**config.mk**
```make
export PLATFORM = sky130hd
export DESIGN_NAME = clk_period_meter
export DESIGN_NICKNAME = d
export VERILOG_FILES = /design/src/rtl/clk_period_meter.sv
export SDC_FILE = /design/constraint.sdc
export NUM_CORES = 1
export LEC_CHECK = 0
export ABC_AREA = 1
export ABC_CLOCK_PERIOD_IN_PS = 2400
export CAP_MARGIN = 20
export CORE_MARGIN = 4
export CORE_UTILIZATION = 53
export CTS_CLUSTER_DIAMETER = 50
export DETAILED_ROUTE_END_ITERATION = 16
export HOLD_SLACK_MARGIN = 0.02
export PLACE_DENSITY = 0.78
export SYNTH_ARGS = -nofsm -noshare
export SYNTH_HDL_FRONTEND = slang
export SYNTH_SLANG_ARGS = --single-unit
```
**constraint.sdc**
```tcl
create_clock -name clk_i -period 2.4 [get_ports clk_i]
set_input_delay 0.24 -clock clk_i [delete_from_list [all_inputs] [get_ports clk_i]]
set_output_delay 0.24 -clock clk_i [all_outputs]
set_load 0.005 [all_outputs]
```
**src/rtl/clk_period_meter.sv**
```systemverilog
// Single-shot period meter: counts clk_i cycles between two synchronized rising edges of sig_i.
// Define HIGH_TIME_EN to also measure the high time within that period on high_o.
`timescale 1ns / 1ps

module clk_period_meter #(
    parameter int unsigned CNT_W       = 32,
    parameter int unsigned SYNC_STAGES = 2
) (
    input  logic             clk_i,
    input  logic             reset_n,
    input  logic             sig_i,
    input  logic             start,
    input  logic [CNT_W-1:0] timeout_i,
    output logic             busy_o,
    output logic             valid_o,
    output logic             timeout_o,
    output logic [CNT_W-1:0] period_o,
    output logic [CNT_W-1:0] high_o
);

    localparam logic [CNT_W-1:0] CntMax = {CNT_W{1'b1}};
    localparam logic [CNT_W-1:0] CntOne = {{(CNT_W-1){1'b0}}, 1'b1};

    typedef enum logic [1:0] {
        StIdle,
        StWaitEdge,
        StCount
    } state_e;

    state_e                 state_q;
    logic [SYNC_STAGES-1:0] sync_q;
    logic                   s_d_q;
    logic [CNT_W-1:0]       cnt_q;
    logic [CNT_W-1:0]       tmo_cnt_q;
    logic                   s;
    logic                   rise;
    logic                   tmo_hit;

    assign s       = sync_q[SYNC_STAGES-1];
    assign rise    = s & ~s_d_q;
    assign tmo_hit = (timeout_i != '0) && (tmo_cnt_q == timeout_i);

    always_ff @(posedge clk_i or negedge reset_n) begin
        if (!reset_n) begin
            sync_q <= '0;
            s_d_q  <= 1'b0;
        end else begin
            sync_q <= {sync_q[SYNC_STAGES-2:0], sig_i};
            s_d_q  <= s;
        end
    end

`ifdef HIGH_TIME_EN
    logic [CNT_W-1:0] hcnt_q;
`else
    assign high_o = '0;
`endif

    always_ff @(posedge clk_i or negedge reset_n) begin
        if (!reset_n) begin
            state_q   <= StIdle;
            busy_o    <= 1'b0;
            valid_o   <= 1'b0;
            timeout_o <= 1'b0;
            period_o  <= '0;
            cnt_q     <= '0;
            tmo_cnt_q <= '0;
`ifdef HIGH_TIME_EN
            high_o    <= '0;
            hcnt_q    <= '0;
`endif
        end else begin
            // Saturating abort counter runs in every busy state.
            if (state_q != StIdle && tmo_cnt_q != CntMax) begin
                tmo_cnt_q <= tmo_cnt_q + CntOne;
            end
            case (state_q)
                StIdle: begin
                    if (start) begin
                        state_q   <= StWaitEdge;
                        busy_o    <= 1'b1;
                        valid_o   <= 1'b0;
                        timeout_o <= 1'b0;
                        tmo_cnt_q <= '0;
                    end
                end
                StWaitEdge: begin
                    if (tmo_hit) begin
                        state_q   <= StIdle;
                        busy_o    <= 1'b0;
                        timeout_o <= 1'b1;
                    end else if (rise) begin
                        state_q <= StCount;
                        cnt_q   <= CntOne;
`ifdef HIGH_TIME_EN
                        hcnt_q  <= CntOne;
`endif
                    end
                end
                StCount: begin
                    // A completing edge wins over a timeout in the same cycle.
                    if (rise) begin
                        state_q  <= StIdle;
                        busy_o   <= 1'b0;
                        valid_o  <= 1'b1;
                        period_o <= cnt_q;
`ifdef HIGH_TIME_EN
                        high_o   <= hcnt_q;
`endif
                    end else if (tmo_hit) begin
                        state_q   <= StIdle;
                        busy_o    <= 1'b0;
                        timeout_o <= 1'b1;
                    end else begin
                        if (cnt_q != CntMax) begin
                            cnt_q <= cnt_q + CntOne;
                        end
`ifdef HIGH_TIME_EN
                        if (s && hcnt_q != CntMax) begin
                            hcnt_q <= hcnt_q + CntOne;
                        end
`endif
                    end
                end
                default: begin
                    state_q <= StIdle;
                    busy_o  <= 1'b0;
                end
            endcase
        end
    end

endmodule

```
==> results of run 1 <==
==> worst min path at each step <==
| stage | end | cells past startpoint | startpoint | slack, ns |
|---|---|---|---|---|
| final | sync_q[0] | 1 | sig_i | 0.32 |
| after global routing | sync_q[0] | 1 | sig_i | 0.32 |
| after CTS | sync_q[0] | 1 | sig_i | 0.31 |
| after detailed placement | state_q[1] | 1 | reset_n | 0.24 |
| after global placement | state_q[0] | 1 | reset_n | 0.23 |
| after floorplan | busy_o | 0 | reset_n | -0.06 |
==> logic make-up (layout without fill, tap and decap cells) <==
| logic type | after synthesis | after routing | synth area share [%] |
|---|---|---|---|
| xor+xnor | 49 | 49 | 5.78 |
| buf+inv | 197 | 244 | 12.0 |
| simple gates | 747 | 747 | 41.8 |
| fa+ha+maj | 7 | 7 | 1.18 |
| other cells | 1 | 32 | 0.0505 |
| compound gates | 61 | 61 | 4.23 |
| flops | 104 | 104 | 35.0 |
==> worst max-delay path: stages (launching register included) <==
cell and delay [ns]:
dfrtp_1 0.43, inv_1 0.12, ha_1 0.28, inv_2 0.10
nor4_1 0.44, nand3_2 0.21, buf_4 0.25, nand4_1 0.12
nand2_1 0.07
==> what timing repair did <==
item                                   CTS  global route
endpoints found under the hold margin   31             0
gates resized for setup                  0             0
hold buffers                             1             0
==> flip-flops by register name (all words and copies together), names as in the netlist <==
| signal | count |
|---|---|
| sync_q | 2 |
| cnt_q | 32 |
| valid_o | 1 |
| s_d_q | 1 |
| busy_o | 1 |
| timeout_o | 1 |
| state_q | 2 |
| period_o | 32 |
| tmo_cnt_q | 32 |
==> final cells by class <==
class	count	area share [%]
clock buffer	11	2.93
clock inverter	4	0.594
inverter	133	5.79
multi-input combinational	896	47.0
sequential	104	30.2
tap	176	2.55
timing repair buffer	96	11.0
==> cells in the final DEF, fill, tap and decap left out, types with 19 or more instances in the layout <==
master / netlist / layout
nand4_1: 36 / 36
nand2_1: 419 / 419
dfrtp_1: 104 / 104
conb_1: 1 / 32
xor2_1: 42 / 42
nor3_1: 19 / 19
o21ai_0: 45 / 45
buf_4: 33 / 22
clkdlybuf4s50_1: 0 / 69
nand3_1: 42 / 42
inv_1: 123 / 123
nor2_1: 204 / 204
==> Yosys cell counts (2+ instances only) <==
cell type,number
xor2_1,42
nand2_1,419
nand2_2,5
nor2_2,2
nor2_1,204
buf_2,8
and2_1,2
inv_2,9
buf_6,2
clkbuf_1,21
a21oi_1,8
nor3_2,4
nand3b_1,2
nor3_1,19
dfrtp_1,104
nand4_1,36
xnor2_1,7
o21ai_1,5
o21ai_0,45
buf_4,33
and3_1,2
nand3_1,42
inv_1,123
ha_1,7
nor2_4,2
nand3_2,3
==> per-stage QoR <==
step / setup WS, ns / hold WS (ns) / total power [uW] / std cells / util, %
2_1_floorplan: 0.569 / -0.0556 / 4530 / 1197 / -
3_3_place_gp: 0.336 / 0.233 / 5510 / 1404 / 61.6
3_5_place_dp: 0.273 / 0.239 / 5560 / 1404 / 61.6
4_1_cts: 0.299 / 0.312 / 7130 / 1420 / 63.9
5_1_grt: 0.0483 / 0.317 / 7660 / 1420 / 63.9
6_report: 0.266 / 0.317 / 7160 / 1420 / 63.9
==> metal layers <==
| metal | global-route usage [%] | part of all wire (%) | vias to the layer above |
|---|---|---|---|
| met5 | 0 | 0 | - |
| met3 | 4.50 | 9.6 | 33 |
| met2 | 40.0 | 43 | 309 |
| met1 | 40.2 | 45 | 3412 |
| li1 | - | - | 3674 |
| met4 | 8.14 | 2.0 | 0 |
==> power groups by stage <==
stage	registers (uW)	clock network [uW]	logic, uW
finish	2490	1560	3110
global route	2530	1640	3490
CTS	2470	1580	3080
detailed placement	2500	0	3060
global placement	2500	0	3020
floorplan	2360	0	2170
==> run summary, run 1 <==
Run status -> completed
Cell variety after synth -> 36
Endpoints failing hold -> 0
Synth-to-layout area growth -> 16.2%
Max Root-Sink Buffers -> 2
Routed Wire Length -> 21.6 mm
Rows -> 42
Capturing point of the worst reg2reg path -> cnt_q[6]
DR pass1 iterations -> 6
WL/cell -> 15.2 um
Post-route design area -> 8630 um2
Clk_skew -> 0.00942 ns
GPL Wtd Cong -> 1.01
# port buffers -> 70
Die height -> 126 um
Detail Placement HPWL -> 16.5 mm
Placed Area -> 8320 um2
Antenna fix cells -> 0
First-pass GRT wire length -> 34.7 mm
Worst flop-to-flop path startpoint -> state_q[0]
Initial antenna violation count -> 0
Clock power share -> 21.8%
Tcrit/Tclk final -> 88.9%
Sink Count -> 104
Die area -> 16000 um2
Combinational Power Share -> 43.5%
Routed via count -> 7428
Root buffer cell -> clkbuf_16
HP Class -> input port to flip-flop
Sw Share -> 43.6%
Cell taking the most area after synthesis -> dfrtp_1
Antenna Violating Nets Remaining -> 0
Worst-margin pin slew -> 0.539 ns
Final Net Count -> 1283
P_int -> 4040 uW
Vias per cell -> 5.23
Clock-pin slew on the worst setup and hold paths -> 0.07 ns
# Max-Cap Violations -> 0
Reg2reg path depth -> 8
Initial core utilization -> 55.0%
Max_slew headroom -> 64.1%
YS warnings -> 0
Pleak -> 0.00410 uW
Post-synthesis cell count -> 1166
GRT Resource Usage Total -> 26.9%
Critical Path Sink -> cnt_q[6]
Clock H-tree levels -> 3
Crit path DAT -> 2.38 ns
Power per cell area -> 830 nW/um2
CP endpoint kind -> flip-flop
CTS tree -> yes
Slew Viols, Final -> 0
Setup TNS -> 0 ns
Unrepaired setup endpoints after global routing -> false
Ys async rst share -> 100%
Worst EP required -> 2.65 ns
Synth area leaders -> dfrtp_1 35%, nand2_1 21%, nor2_1 10%, inv_1 6.2%, xor2_1 5.0%
GRT overflow -> 0
Netlist Area Pre-Place -> 7430 um2
Setup violations, final -> 0
Multi-input logic area -> 4060 um2
Clock insertion delay at the later pin of the skew report -> 0.36 ns
Register area share after synthesis -> 35.0%
Vias in the first global route -> 6772
Worst Setup Start Kind -> flip-flop
Remaining DRCs -> 0
Reg power frac -> 34.8%
Tmin final -> 2.13 ns
Synth top area share -> 35.0%
Flops & latches, synth -> 104
Worst Setup SP -> state_q[0]
Peak supply drop -> 0.503 mV
Buffer count from post-CTS setup fixing -> 0
Syn avg cell area -> 6.37 um2
P_sw -> 3130 uW
Core Area -> 13500 um2
Crit Path Max Fanout -> 17
Initial DRC Count -> 692
Sequential cell area -> 2600 um2
Top FF cell, synth -> dfrtp_1
CTS Buf Count -> 9
Critical path class -> flip-flop to flip-flop
Filler cells -> 1289
Die X -> 126 um
Number of synthesized flops with an enable pin -> 0
Largest net degree at the start of global routing -> 65
Peak Freq -> 469 MHz
I/O Pins -> 103
Layout cells sized above 1 -> 5.63%
Reg2reg setup slack -> 0.27 ns
Power figures use the tool's default switching activity.
==> run 2: changes to the inputs <==
--- a/config.mk
+++ b/config.mk
@@ -9,11 +9,12 @@
 export ABC_CLOCK_PERIOD_IN_PS = 2400
 export CAP_MARGIN = 20
 export CORE_MARGIN = 4
-export CORE_UTILIZATION = 53
+export CORE_UTILIZATION = 45
 export CTS_CLUSTER_DIAMETER = 50
 export DETAILED_ROUTE_END_ITERATION = 16
 export HOLD_SLACK_MARGIN = 0.02
-export PLACE_DENSITY = 0.78
+export MAX_ROUTING_LAYER = met4
+export PLACE_DENSITY = 0.68
 export SYNTH_ARGS = -nofsm -noshare
 export SYNTH_HDL_FRONTEND = slang
 export SYNTH_SLANG_ARGS = --single-unit
==> run 2 against run 1 <==
  * Sequential share of layout area is essentially flat
  * Register-to-register slack gained 0.06 ns
  * Via count shrank 2.1%
  * First-iteration DRC count shrank 11%
  * Core utilization shrank 10 points
  * Clock skew grew 0.0025 ns
  * Combinational power shrank 5%
  * Global-route usage shrank 2.6 points
  * Final cell count grew 2.7%
  * Final area grew 0.14%
  * Power shrank 1.4%
  * Critical path type unchanged
  * Largest cell class unchanged
  * Highest routed layer unchanged
==> run summary, run 2 (synthesis results as in run 1) <==
Tcrit/Tclk final -> 86.3% (-2.7 points)
Run status -> completed
Unrepaired setup endpoints after global routing -> false
Total power draw -> 7060 uW (-1.4%)
Routed via count -> 7272 (-2.1%)
Peak Freq -> 483 MHz (+3.1%)
I/O Pins -> 103 (unchanged)
Critical-path top delay cell -> dfrtp_1
Largest regs -> cnt_q: 32 flops, period_o: 32 flops, tmo_cnt_q: 32 flops
Worst Slack Setup Final -> 0.330 ns (+0.0641 ns)
GRT overflow -> 0 (unchanged)
CTS Buf Count -> 9 (unchanged)
Bufs and invs on worst path -> 1 (-2)
Power per cell area -> 817 nW/um2 (-1.5%)
Worst Hold End -> sync_q[0]
WL/cell -> 14.5 um (-4.3%)
Most frequent cells in the layout -> 419 x nand2_1, 204 x nor2_1, 123 x inv_1
Endpoints failing hold -> 0 (unchanged)
Setup violations, final -> 0 (unchanged)
Hold Path Stages -> 1 (unchanged)
Filler cells -> 1619 (+26%)
Hold WS -> 0.319 ns (+0.00183 ns)
Die area -> 18600 um2 (+17%)
GPL Wtd Cong -> 0.944 (-6.2%)
Initial antenna violation count -> 0 (unchanged)
Setup TNS -> 0 ns (unchanged)
Capturing point of the worst reg2reg path -> tmo_cnt_q[24]
Max_slew headroom -> 65.0% (+0.89 points)
CP top delay family -> simple AND/OR/NAND/NOR gates
Slew Viols, Final -> 0 (unchanged)
Antenna fix cells -> 0 (unchanged)
Post_cts resized -> 0 (unchanged)
# port buffers -> 70 (unchanged)
Clk_skew -> 0.0119 ns (+0.00250 ns)
Worst flop-to-flop path startpoint -> tmo_cnt_q[4]
Vias in the first global route -> 6592 (-2.7%)
First-pass GRT wire length -> 34.6 mm (-0.36%)
Die X -> 136 um (+8.0%)
CP endpoint kind -> flip-flop
Clock insertion delay at the later pin of the skew report -> 0.36 ns (about the same)
Clock H-tree levels -> 3 (unchanged)
Multi-input logic area -> 4060 um2 (unchanged)
Vias per cell -> 4.99 (-4.7%)
Die height -> 136 um (+8.0%)
Pre-CTS setup slack -> 0.220 ns (-0.0526 ns)
Crit path DAT -> 2.36 ns (-0.02 ns)
Number of hold buffers added after CTS -> 1 (unchanged)
Rows -> 46 (+9.5%)
Pleak -> 0.00408 uW (-0.48%)
Initial core utilization -> 46.3% (-8.7 points)
GRT Resource Usage Total -> 24.3% (-2.6 points)
Most common cell after layout, fill and taps aside -> nand2_1
Largest net degree at the start of global routing -> 77 (+18%)
Worst-margin pin slew -> 0.525 ns (-0.0133 ns)
Worst EP required -> 2.69 ns (+0.04 ns)
Reg2reg path depth -> 11 (+3)
Remaining DRCs -> 0 (unchanged)
Detail Placement HPWL -> 16.1 mm (-2.3%)
Max Root-Sink Buffers -> 2 (unchanged)
Buffer count from post-CTS setup fixing -> 0 (unchanged)
Inst Count DP -> 1441 (+2.6%)
Final Net Count -> 1280 (-0.23%)
Reg2reg setup slack -> 0.33 ns (+0.06 ns)
Finished Layout Cells -> 1458 (+2.7%)
Critical path class -> flip-flop to flip-flop
Peak supply drop -> 0.469 mV (-6.9%)
DR pass1 iterations -> 6 (unchanged)
Crit-path max cell delay -> 0.54 ns (+0.10 ns)
Sequential cell area -> 2600 um2 (unchanged)
Worst path cell trace -> nand2_2, nor2_2, nand4_2, nor2_4, nand2_4, nand2_8, buf_4, nor2_1, nand2_1, nand2_1, nor2_1
Synth-to-layout area growth -> 16.3%
Root buffer cell -> clkbuf_16
Tmin final -> 2.07 ns (-0.0641 ns)
Clock-pin slew on the worst setup and hold paths -> 0.07 ns (about the same)
Initial DRC Count -> 613 (-11%)
Crit Path Max Fanout -> 27 (+10)
Sink Count -> 104 (unchanged)
Routed Wire Length -> 21.2 mm (-1.8%)
Worst Setup Start Kind -> flip-flop
Worst hold start -> sig_i
# Max-Cap Violations -> 0 (unchanged)
Core Area -> 16100 um2 (+19%)
HP Class -> input port to flip-flop
Antenna Violating Nets Remaining -> 0 (unchanged)
Layout cells sized above 1 -> 5.39% (-0.23 points)
CTS tree -> yes
run 2: cell count changes in the layout (fill, tap and decap cells not counted), sizes merged:
cell      delta
buf          -3
inv          +2
clkbuf       -1
clkinv       +1
clkinvlp     -1
run 2: worst max path at each step:
stage,from,end,slack [ns],cells past startpoint
final,tmo_cnt_q[4],tmo_cnt_q[24],0.33,11
after global routing,tmo_cnt_q[0],tmo_cnt_q[22],0.16,8
after CTS,cnt_q[0],cnt_q[17],0.35,9
after detailed placement,timeout_i[16],cnt_q[14],0.22,13
after global placement,timeout_i[16],cnt_q[19],0.27,13
after floorplan,state_q[0],cnt_q[0],0.57,10
run 2: metal layers:
metal	up-vias	part of all wire (%)	track usage [%]
li1	3673	-	-
met1	3315	50	37.2
met2	268	41	34.1
met3	16	7.7	3.70
met4	0	1.0	4.65
met5	-	0	-
run 2: final cells by class:
cell class,instances,area share [%]
clock buffers,10,2.65
inverters,133,5.78
clock inverters,6,0.840
multi-input cells,896,47.0
flip-flops and latches,104,30.1
well taps,216,3.13
repair buffers,93,10.5
run 2: worst reg2reg max path: stages, from the launching register on:
cell     delay [ns]
dfrtp_1        0.54
nand2_2        0.12
nor2_2         0.17
nand4_2        0.18
nor2_4         0.17
nand2_4        0.11
nand2_8        0.07
buf_4          0.30
nor2_1         0.11
nand2_1        0.07
nand2_1        0.05
nor2_1         0.10
run 2: power by group:
group	switching [uW]	internal (uW)
Sequential	469	2050
Clock	749	827
Combinational	1910	1060
Total	3130	3930
run 2: per-stage QoR:
stage	utilization [%]	area, um2
finish	53.8	8640
global route	53.8	8640
CTS	53.8	8640
detailed placement	51.9	8330
global placement	51.9	8330
floorplan	-	7540
==> run 3: changes to the inputs <==
--- a/config.mk
+++ b/config.mk
@@ -6,7 +6,6 @@
 export NUM_CORES = 1
 export LEC_CHECK = 0
 export ABC_AREA = 1
-export ABC_CLOCK_PERIOD_IN_PS = 2400
 export CAP_MARGIN = 20
 export CORE_MARGIN = 4
 export CORE_UTILIZATION = 45
==> results of run 3 <==
The final DEF is identical to that of run 2; final timing and power are the same.
